File: src/rtl/inv_cipher_seq_pkg.sv
// Shared definitions for the iterative AES inverse cipher: FSM encoding,
// inverse S-box table and GF(2^8) arithmetic helpers.
package inv_cipher_seq_pkg;

   typedef enum logic [1:0] {
      ST_IDLE   = 2'b00,
      ST_ROUNDS = 2'b01,
      ST_FINAL  = 2'b10
   } fsm_e;

   // Byte n of the table sits at bits [8n +: 8], so the index is simply {n, 3'b000}.
   localparam logic [0:2047] INV_SBOX_V = {
      128'h52096ad53036a538bf40a39e81f3d7fb, 128'h7ce339829b2fff87348e4344c4dee9cb,
      128'h547b9432a6c2233dee4c950b42fac34e, 128'h082ea16628d924b2765ba2496d8bd125,
      128'h72f8f66486689816d4a45ccc5d65b692, 128'h6c704850fdedb9da5e154657a78d9d84,
      128'h90d8ab008cbcd30af7e45805b8b34506, 128'hd02c1e8fca3f0f02c1afbd0301138a6b,
      128'h3a9111414f67dcea97f2cfcef0b4e673, 128'h96ac7422e7ad3585e2f937e81c75df6e,
      128'h47f11a711d29c5896fb7620eaa18be1b, 128'hfc563e4bc6d279209adbc0fe78cd5af4,
      128'h1fdda8338807c731b11210592780ec5f, 128'h60517fa919b54a0d2de57a9f93c99cef,
      128'ha0e03b4dae2af5b0c8ebbb3c83539961, 128'h172b047eba77d626e169146355210c7d
   };

   function automatic int nr_from_nk(input int nk);
      return nk + 6;
   endfunction

   function automatic logic [7:0] inv_sbox(input logic [7:0] a);
      return INV_SBOX_V[{a, 3'b000} +: 8];
   endfunction

   function automatic logic [7:0] xtime(input logic [7:0] a);
      return {a[6:0], 1'b0} ^ (a[7] ? 8'h1b : 8'h00);
   endfunction

   function automatic logic [7:0] gmul(input logic [7:0] a, input logic [7:0] b);
      logic [7:0] p;
      logic [7:0] x;
      p = 8'h00;
      x = a;
      for (int i = 0; i < 8; i++) begin
         p = p ^ (b[i] ? x : 8'h00);
         x = xtime(x);
      end
      return p;
   endfunction

endpackage

File: src/rtl/inv_cipher_seq_if.sv
// Request/response bundle between the key-schedule store, the inverse cipher
// and the plaintext consumer.
interface inv_cipher_seq_if #(
   parameter int NK = 4
) ();
   localparam int NR = inv_cipher_seq_pkg::nr_from_nk(NK);

   logic                    in_valid;
   logic                    in_ready;
   logic [0:127]            cipherText;
   logic [0:128*(NR+1)-1]   keys;
   logic [0:127]            plainText;
   logic                    done;
   logic                    busy;

   modport master (
      output in_valid, cipherText, keys,
      input  in_ready, plainText, done, busy
   );

   modport slave (
      input  in_valid, cipherText, keys,
      output in_ready, plainText, done, busy
   );
endinterface

File: src/rtl/inv_cipher_seq_inv_round.sv
// One combinational inverse round: InvShiftRows -> InvSubBytes -> AddRoundKey
// -> InvMixColumns, with the column mix bypassed for the last round.
module add_round_key (
   input  logic [0:127] state_i,
   input  logic [0:127] rk_i,
   output logic [0:127] state_o
);
   assign state_o = state_i ^ rk_i;
endmodule

module inv_round
   import inv_cipher_seq_pkg::*;
(
   input  logic [0:127] state_i,
   input  logic [0:127] rk_i,
   input  logic         last_i,
   output logic [0:127] state_o
);
   logic [0:127] shr_s;
   logic [0:127] sub_s;
   logic [0:127] ark_s;
   logic [0:127] mix_s;

   // Row r rotates right by r columns; byte index is 4*column + row.
   always_comb begin
      shr_s = 128'd0;
      for (int c = 0; c < 4; c++) begin
         for (int r = 0; r < 4; r++) begin
            shr_s[8*(4*c+r) +: 8] = state_i[8*(4*((c-r+4)%4)+r) +: 8];
         end
      end
   end

   // Byte-wise inverse S-box substitution.
   always_comb begin
      sub_s = 128'd0;
      for (int i = 0; i < 16; i++) begin
         sub_s[8*i +: 8] = inv_sbox(shr_s[8*i +: 8]);
      end
   end

   add_round_key u_ark (
      .state_i (sub_s),
      .rk_i    (rk_i),
      .state_o (ark_s)
   );

   // Column mix by the inverse matrix rows {0e,0b,0d,09} rotated per output row.
   always_comb begin
      logic [7:0] a0, a1, a2, a3;
      mix_s = 128'd0;
      for (int c = 0; c < 4; c++) begin
         a0 = ark_s[8*(4*c)   +: 8];
         a1 = ark_s[8*(4*c+1) +: 8];
         a2 = ark_s[8*(4*c+2) +: 8];
         a3 = ark_s[8*(4*c+3) +: 8];
         mix_s[8*(4*c)   +: 8] = gmul(a0, 8'h0e) ^ gmul(a1, 8'h0b) ^ gmul(a2, 8'h0d) ^ gmul(a3, 8'h09);
         mix_s[8*(4*c+1) +: 8] = gmul(a0, 8'h09) ^ gmul(a1, 8'h0e) ^ gmul(a2, 8'h0b) ^ gmul(a3, 8'h0d);
         mix_s[8*(4*c+2) +: 8] = gmul(a0, 8'h0d) ^ gmul(a1, 8'h09) ^ gmul(a2, 8'h0e) ^ gmul(a3, 8'h0b);
         mix_s[8*(4*c+3) +: 8] = gmul(a0, 8'h0b) ^ gmul(a1, 8'h0d) ^ gmul(a2, 8'h09) ^ gmul(a3, 8'h0e);
      end
   end

   assign state_o = last_i ? ark_s : mix_s;
endmodule

File: src/rtl/inv_cipher_seq.sv
// Iterative AES inverse cipher, one round per clock, fed by an externally
// expanded key schedule that must stay stable until done.
module inv_cipher_seq
   import inv_cipher_seq_pkg::*;
#(
   parameter int NK = 4
) (
   input logic              clk,
   input logic              reset,
   inv_cipher_seq_if.slave  bus
);
   localparam int NR = nr_from_nk(NK);

   fsm_e         fsm_q;
   logic [3:0]   round_q;
   logic [0:127] state_q;
   logic [0:127] plain_q;
   logic         done_q;

   logic [0:127] rk_a [0:NR];
   logic [0:127] rk_s;
   logic [0:127] state_d;
   logic         last_s;

   for (genvar r = 0; r <= NR; r++) begin : g_rk
      assign rk_a[r] = bus.keys[128*r +: 128];
   end

   // round_q is 0 in FINAL, so the same mux serves the last round's key[0].
   assign rk_s   = rk_a[round_q];
   assign last_s = (fsm_q == ST_FINAL);

   inv_round u_round (
      .state_i (state_q),
      .rk_i    (rk_s),
      .last_i  (last_s),
      .state_o (state_d)
   );

   // Control FSM with round counter, state register and registered outputs.
   always_ff @(posedge clk or posedge reset) begin
      if (reset) begin
         fsm_q   <= ST_IDLE;
         round_q <= 4'd0;
         state_q <= 128'd0;
         plain_q <= 128'd0;
         done_q  <= 1'b0;
      end else begin
         done_q <= 1'b0;
         case (fsm_q)
            ST_IDLE: begin
               if (bus.in_valid) begin
                  state_q <= bus.cipherText ^ rk_a[NR];
                  round_q <= 4'(NR - 1);
                  fsm_q   <= ST_ROUNDS;
               end
            end
            ST_ROUNDS: begin
               state_q <= state_d;
               round_q <= round_q - 4'd1;
               if (round_q == 4'd1) begin
                  fsm_q <= ST_FINAL;
               end
            end
            ST_FINAL: begin
               plain_q <= state_d;
               done_q  <= 1'b1;
               fsm_q   <= ST_IDLE;
            end
            default: begin
               fsm_q   <= ST_IDLE;
               round_q <= 4'd0;
            end
         endcase
      end
   end

   assign bus.in_ready  = (fsm_q == ST_IDLE);
   assign bus.busy      = (fsm_q != ST_IDLE);
   assign bus.plainText = plain_q;
   assign bus.done      = done_q;
endmodule

File: src/flat_wrapper.sv
// flat-port wrapper written by rule: the top's interface ports become plain ports
module inv_cipher_seq_flat import inv_cipher_seq_pkg::*;
#(
   parameter int NK = 4
)
  (clk, reset, bus_in_valid, bus_cipherText, bus_keys, bus_in_ready, bus_plainText, bus_done, bus_busy);
  inv_cipher_seq_if #(.NK(NK)) bus_i ();
  input logic clk;
  input logic reset;
  input wire logic [$bits(bus_i.in_valid)-1:0] bus_in_valid;
  input wire logic [$bits(bus_i.cipherText)-1:0] bus_cipherText;
  input wire logic [$bits(bus_i.keys)-1:0] bus_keys;
  output wire logic [$bits(bus_i.in_ready)-1:0] bus_in_ready;
  output wire logic [$bits(bus_i.plainText)-1:0] bus_plainText;
  output wire logic [$bits(bus_i.done)-1:0] bus_done;
  output wire logic [$bits(bus_i.busy)-1:0] bus_busy;
  assign bus_i.in_valid = bus_in_valid;
  assign bus_i.cipherText = bus_cipherText;
  assign bus_i.keys = bus_keys;
  assign bus_in_ready = bus_i.in_ready;
  assign bus_plainText = bus_i.plainText;
  assign bus_done = bus_i.done;
  assign bus_busy = bus_i.busy;
  inv_cipher_seq #(.NK(NK)) u_core (.clk(clk), .reset(reset), .bus(bus_i));
endmodule
File: config.mk
export PLATFORM = sky130hd
export DESIGN_NAME = inv_cipher_seq_flat
export DESIGN_NICKNAME = d
export VERILOG_FILES = /design/src/rtl/inv_cipher_seq_pkg.sv /design/src/rtl/inv_cipher_seq_if.sv /design/src/rtl/inv_cipher_seq_inv_round.sv /design/src/rtl/inv_cipher_seq.sv /design/src/flat_wrapper.sv
export SDC_FILE = /design/constraint.sdc
export NUM_CORES = 2
export LEC_CHECK = 0
export ABC_CLOCK_PERIOD_IN_PS = 8880
export CAP_MARGIN = 10
export CORE_AREA = 5 5 650 652
export CTS_CLUSTER_DIAMETER = 100
export CTS_CLUSTER_SIZE = 28
export DETAILED_ROUTE_END_ITERATION = 8
export DIE_AREA = 0 0 655 657
export SLEW_MARGIN = 20
export SYNTH_ARGS = -nofsm -noshare
export SYNTH_HDL_FRONTEND = slang
export SYNTH_HIERARCHICAL = 1
export SYNTH_SLANG_ARGS = --single-unit
File: constraint.sdc
create_clock -name clk -period 8.88 [get_ports clk]
set_input_delay 1.332 -clock clk [delete_from_list [all_inputs] [get_ports clk]]
set_output_delay 1.332 -clock clk [all_outputs]
set_load 0.02 [all_outputs]
# Word-level counts from Yosys, hierarchy flattened
# Cells that the tools add are included.
# classes
n_mux,60
magnitude_cmp,1
n_shift,16
bitwise_logic,228
add_sub_neg,1
n_reduce_logical,6
n_eq_ne,5
# ops
cell,count
$shiftx 2048x12->2049 const A,16
$xor 8x8->8,175
$bmux 128 s4,1
$mux 128,4
$xor 8x5->8,33
$pmux 128 s2,1
$xor 128x128->128,2
$mux 5,48
$not 11->12,16
$pmux 4 s3,1
$reduce_and 2->1,3
$ge 5x5->1 const B,1
$not 4->5,1
$eq 4x1->1 const B,1
$mux 2,2
$mux 4,1
$pmux 2 s2,1
$reduce_bool 2->1,2
$sub 4x1->4 const B,1
$eq 2x1->1 const B,1
$eq 2x2->1 const B,1
$logic_not 2->1,1
$ne 2x1->1 const B,1
$ne 2x2->1 const B,1
other kinds (2),2
# totals
output_inout_bits,131
reg_bits,263
in_bits,1539

# Depth between registers and ports, before layout
# depth
word_depth,17
ltp_mapped,22
mapped_depth_nobuf,17

# Cells and area by module
# Netlist, hierarchy kept.
# modules_own_cells
module,area_per_inst_um2,n_inst,cells_per_inst,seq_area_each_um2
inv_round,61260.0,1,9307,0.0
inv_cipher_seq,23990.5,1,2546,6581.3
add_round_key,1121.1,1,128,0.0

# Worst setup path before layout
# Ideal clock, no wire load.
# synth_timing
kind,reg2reg
from,register u_core/state_q[110] (netlist bit)
to,register u_core/state_q[19] (netlist bit)
slack_ps,3572
setup_time_ps,133
stages_incl_launch_ff,21
period_less_slack_ps,5308
arrival_ps,5175
required_time_ps,8747
path_buffers,4
cell_sequence,dfrtp_1 clkbuf_1 buf_1 inv_1 ha_1 clkbuf_1 nand2_1 a21oi_1 a21oi_1 mux4_2 mux4_2 xor2_1 buf_2 xnor3_2 xnor2_2 xnor3_2 xnor2_2 xnor2_1 mux2_2 a22oi_1 o21ai_0
# synth_rtl
element,line_no,rtl
from (decl),inv_cipher_seq.sv:16,logic [0:127] state_q;
from (signal assigned),inv_cipher_seq.sv:53,state_q <= bus.cipherText ^ rk_a[NR];
from (signal assigned),inv_cipher_seq.sv:59,state_q <= state_d;
$not 11->12 (not written as such),inv_cipher_seq_pkg.sv:28,"return INV_SBOX_V[{a, 3'b000} +: 8];"
$shiftx 2048x12->2049,inv_cipher_seq_pkg.sv:28,
"via u_core.u_round.sub_s, one bit",inv_cipher_seq_inv_round.sv:20,logic [0:127] sub_s;
$xor 128x128->128,inv_cipher_seq_inv_round.sv:8,assign state_o = state_i ^ rk_i;
"via u_core.u_round.ark_s, one bit",inv_cipher_seq_inv_round.sv:21,logic [0:127] ark_s;
$xor 8x5->8 (3 in a row),inv_cipher_seq_pkg.sv:32,"return {a[6:0], 1'b0} ^ (a[7] ? 8'h1b : 8'h00);"
$xor 8x8->8,inv_cipher_seq_pkg.sv:41,p = p ^ (b[i] ? x : 8'h00);
$xor 8x8->8 (3 in a row),inv_cipher_seq_inv_round.sv:59,"mix_s[8*(4*c+2) +: 8] = gmul(a0, 8'h0d) ^ gmul(a1, 8'h09) ^ gmul(a2, 8'h0e) ^ gmul(a3, 8'h0b);"
$mux 128,inv_cipher_seq_inv_round.sv:64,assign state_o = last_i ? ark_s : mix_s;
"via u_core.state_d, one bit",inv_cipher_seq.sv:22,logic [0:127] state_d;
$pmux 128 s2,inv_cipher_seq.sv:50,case (fsm_q)
# The timed path passes the listed nets, and every way through them passes these cells.
# A chain may end at the register's enable or synchronous reset.

# Final worst setup path
# layout_timing
from,register u_core/state_q[126] (netlist bit)
to,register u_core/state_q[84] (netlist bit)
# layout_via
elab_chain_len,11
# layout_lines
element,line_no
$not 11->12 (not written as such) (*),inv_cipher_seq_pkg.sv:28
$shiftx 2048x12->2049 (*),inv_cipher_seq_pkg.sv:28
"via u_core.u_round.sub_s, one bit",inv_cipher_seq_inv_round.sv:20
$xor 128x128->128 (*),inv_cipher_seq_inv_round.sv:8
"via u_core.u_round.ark_s, one bit",inv_cipher_seq_inv_round.sv:21
$mux 5 (*),inv_cipher_seq_pkg.sv:32
$xor 8x5->8 (*),inv_cipher_seq_pkg.sv:32
$xor 8x5->8 (2 in a row),inv_cipher_seq_pkg.sv:32
$xor 8x8->8 (*),inv_cipher_seq_pkg.sv:41
$xor 8x8->8 (*),inv_cipher_seq_inv_round.sv:59
$mux 128 (*),inv_cipher_seq_inv_round.sv:64
"via u_core.state_d, one bit",inv_cipher_seq.sv:22
$pmux 128 s2 (*),inv_cipher_seq.sv:50
# Mark *: on every way through the listed nets, which the timed path passes. The rest lies on a longest branch.

==> results.json <==
{
  "status": "finished with violations",
  "violations": "DRC",
  "rr_startpoint": "u_core/state_q[126]",
  "yosysUniqueCellTypes": 93,
  "met2_length_um": 339000,
  "min-delay-path-class": "reg2reg",
  "crit_path_end_kind": "flop",
  "wl_met3_um": 118100,
  "syn_area_um2": 86370,
  "synth_cells": 11981,
  "dr.max_layer_used": "met5",
  "first_global_vias": 102299,
  "core_um2": 415700,
  "hold_violations": 0,
  "synth.area.top_cells": "mux4_2, dfrtp_1, xnor2_1, nand2_1, a21oi_1",
  "rsz0062_at_grt": "no",
  "nets": 14468,
  "ios": 1670,
  "drtIter0Drc": 20671,
  "crit_path_top_delay_cell": "nor2b_1",
  "fin_crit_ns": 7.030,
  "holdCritStartpoint": "u_core/bus.plainText[53]",
  "path_class": "reg2reg",
  "antenna_found_initial": 526,
  "finalMaxSlewViolations": 0,
  "numClockSinks": 263,
  "io_buffers": 1669,
  "syn-num-nets": 13822,
  "synth_flop_cell": "dfrtp_1",
  "critPathMaxStageDelay_ns": 0.95,
  "cp_cell_sequence": "inv_1 -> ha_1 -> nor2b_1 -> nor2_1 -> mux4_2 -> mux4_2 -> nand2_1 -> o41ai_1 -> xor2_1 -> xnor2_1 -> xnor2_1 -> xnor2_1 -> xnor2_1 -> xnor2_1 -> mux2_2 -> a22oi_1 -> o21ai_0",
  "critical_path.top_delay_family": "XOR/XNOR gates",
  "cts_root_buf": "clkbuf_16",
  "final_common_cell": "clkdlybuf4s50_1",
  "path_max_fanout": 22,
  "synth.yosys.warnings": 6,
  "wl_met1_um": 292800,
  "crit_buf_inv": 1,
  "hold_buffers": 0,
  "synth_seq_cells": 263,
  "place.gp.congestion": 1.099,
  "drt_pass1_iterations": 9,
  "start_kind": "flop",
  "num_rows": 237,
  "crit_top_cell": "xnor2_1",
  "max_freq_mhz": 142.3,
  "drive_above_1_share_pct": 9.519,
  "via_count": 113971,
  "final_cell_mix": "clkdlybuf4s50_1, nand2_1, a21oi_1",
  "synth_area_per_cell_um2": 7.209,
  "clk_path_buf_depth": 3,
  "yosysSeqAreaShare_pct": 7.620,
  "start_util_pct": 20.78,
  "die-height_um": 657,
  "slew_headroom_pct": 15.23,
  "drt-total-wl_um": 836300,
  "fin_setup_tns_ns": 0,
  "dieWidth_um": 655,
  "arrival_ns": 7.60,
  "gr-total-overflow": 0,
  "syn_to_final_growth_pct": 26.41,
  "grt_usage_pct": 36.54,
  "setup_viol": 0,
  "async_flop_share_pct": 100.0,
  "fin_crit_sh_pct": 79.17,
  "fill_cells": 45973,
  "yosys.area.top_type": "mux4_2",
  "cts_buffers": 29,
  "startpoint": "u_core/state_q[126]",
  "post_cts_resized": 0,
  "post-cts-setup-buffers": 0,
  "ff2ff_setup_slack_ns": 1.85,
  "vias_per_cell": 6.177,
  "synth_top_area_share_pct": 11.34,
  "dieArea_um2": 430300,
  "synth_enable_flop_cells": 0,
  "place_hpwl_um": 686000,
  "grt_pass1_wl_um": 1060000,
  "grt_max_degree": 186,
  "drc": 4,
  "cp.required_ns": 9.45,
  "htree_levels": 1,
  "antenna_left": 0,
  "worst_pin_slew_ns": 1.240,
  "clkTransAtPathRegs_ns": 0.10,
  "cts_tree": "built",
  "drv_cap": 0,
  "finClkSkew_ns": 0.03743,
  "clkLatencyLatePin_ns": 0.74,
  "wire_per_inst_um": 45.32
}
## tightest hold or removal path: cells and delay by family, from the launching register on
kind	cells	cell delay [ns]
and+or+nand+nor	2	0.11
DFF	1	0.35
## per-stage QoR
stage | instance area (um2) | instances | utilization, % | hold WS (ns) | setup WS, ns
after floorplan | 86370 | 11981 | - | 0.4970 | 0.3078
after global placement | 107200 | 18093 | 25.78 | 0.4608 | 1.974
after detailed placement | 107200 | 18093 | 25.78 | 0.4618 | 1.865
after CTS | 108400 | 18146 | 26.07 | 0.4849 | 1.864
after global routing | 108800 | 18311 | 26.18 | 0.5129 | 1.577
final | 109200 | 18452 | 26.26 | 0.4814 | 1.850
## registers in the layout, summed over array words and instances (netlist names)
register and count:
u_core/bus.done 1, u_core/bus.plainText 128, u_core/fsm_q 2, u_core/round_q 4, u_core/state_q 128
## final cells by class
type	instances	area [um2]	area share [%]
clock inverter	22	470.5	0.4309
clock buffer	31	743.2	0.6807
sequential	263	6703	6.139
inverter	175	679.4	0.6223
antenna	306	765.7	0.7013
multi-input combinational	10135	73300	67.14
timing repair buffer	2023	19640	17.99
tap	5497	6878	6.299
## layer usage
metal,global-route usage [%],vias to the layer above
li1,-,46071
met1,41.33,55495
met3,17.42,2455
met4,28.84,324
met5,0,-
met2,52.28,9626
## path summary, 6_finish.rpt
path | to | cells after the start
worst max-delay path | u_core/state_q[84] | 17
worst max register to register | u_core/state_q[84] | 17
max in group asynchronous | u_core/state_q[37] | 3
worst min-delay path | u_core/bus.plainText[53] | 2
worst min register to register | u_core/bus.plainText[53] | 2
min in group asynchronous | u_core/state_q[19] | 2
## kinds of logic after synthesis
group | after synthesis | share of synthesized area (%)
flip-flops | 263 | 7.620
multiplexers | 882 | 16.79
adder cells (fa/ha/maj) | 302 | 4.375
buffers and inverters | 1583 | 7.630
XOR/XNOR | 1081 | 11.60
AND/OR/NAND/NOR | 3711 | 20.32
AO/OA/AOI/OAI | 4159 | 31.67
## synth_stat cells, types with 53 or more instances
master	n
a311oi_1	133
mux2i_1	264
inv_1	130
a211o_1	55
mux4_2	435
xnor2_1	610
buf_2	296
and3_1	62
a21o_1	64
nand2_1	1365
nor3_1	276
o21ai_0	834
buf_1	135
ha_1	302
a211oi_1	197
clkbuf_1	931
nand2b_1	304
o311ai_0	106
or3_1	53
and2_1	85
nor2b_1	396
a221oi_1	56
o21ai_1	181
nor2_1	702
o211ai_1	225
o31ai_1	128
a31oi_1	204
dfrtp_1	263
o22ai_1	141
a21oi_1	931
xor2_1	421
nand3_1	248
a22oi_1	288
mux2_2	178
a221o_1	84
Power is not shown: default switching activity piles up to over one toggle a cycle in this logic, so the estimate is an artifact.
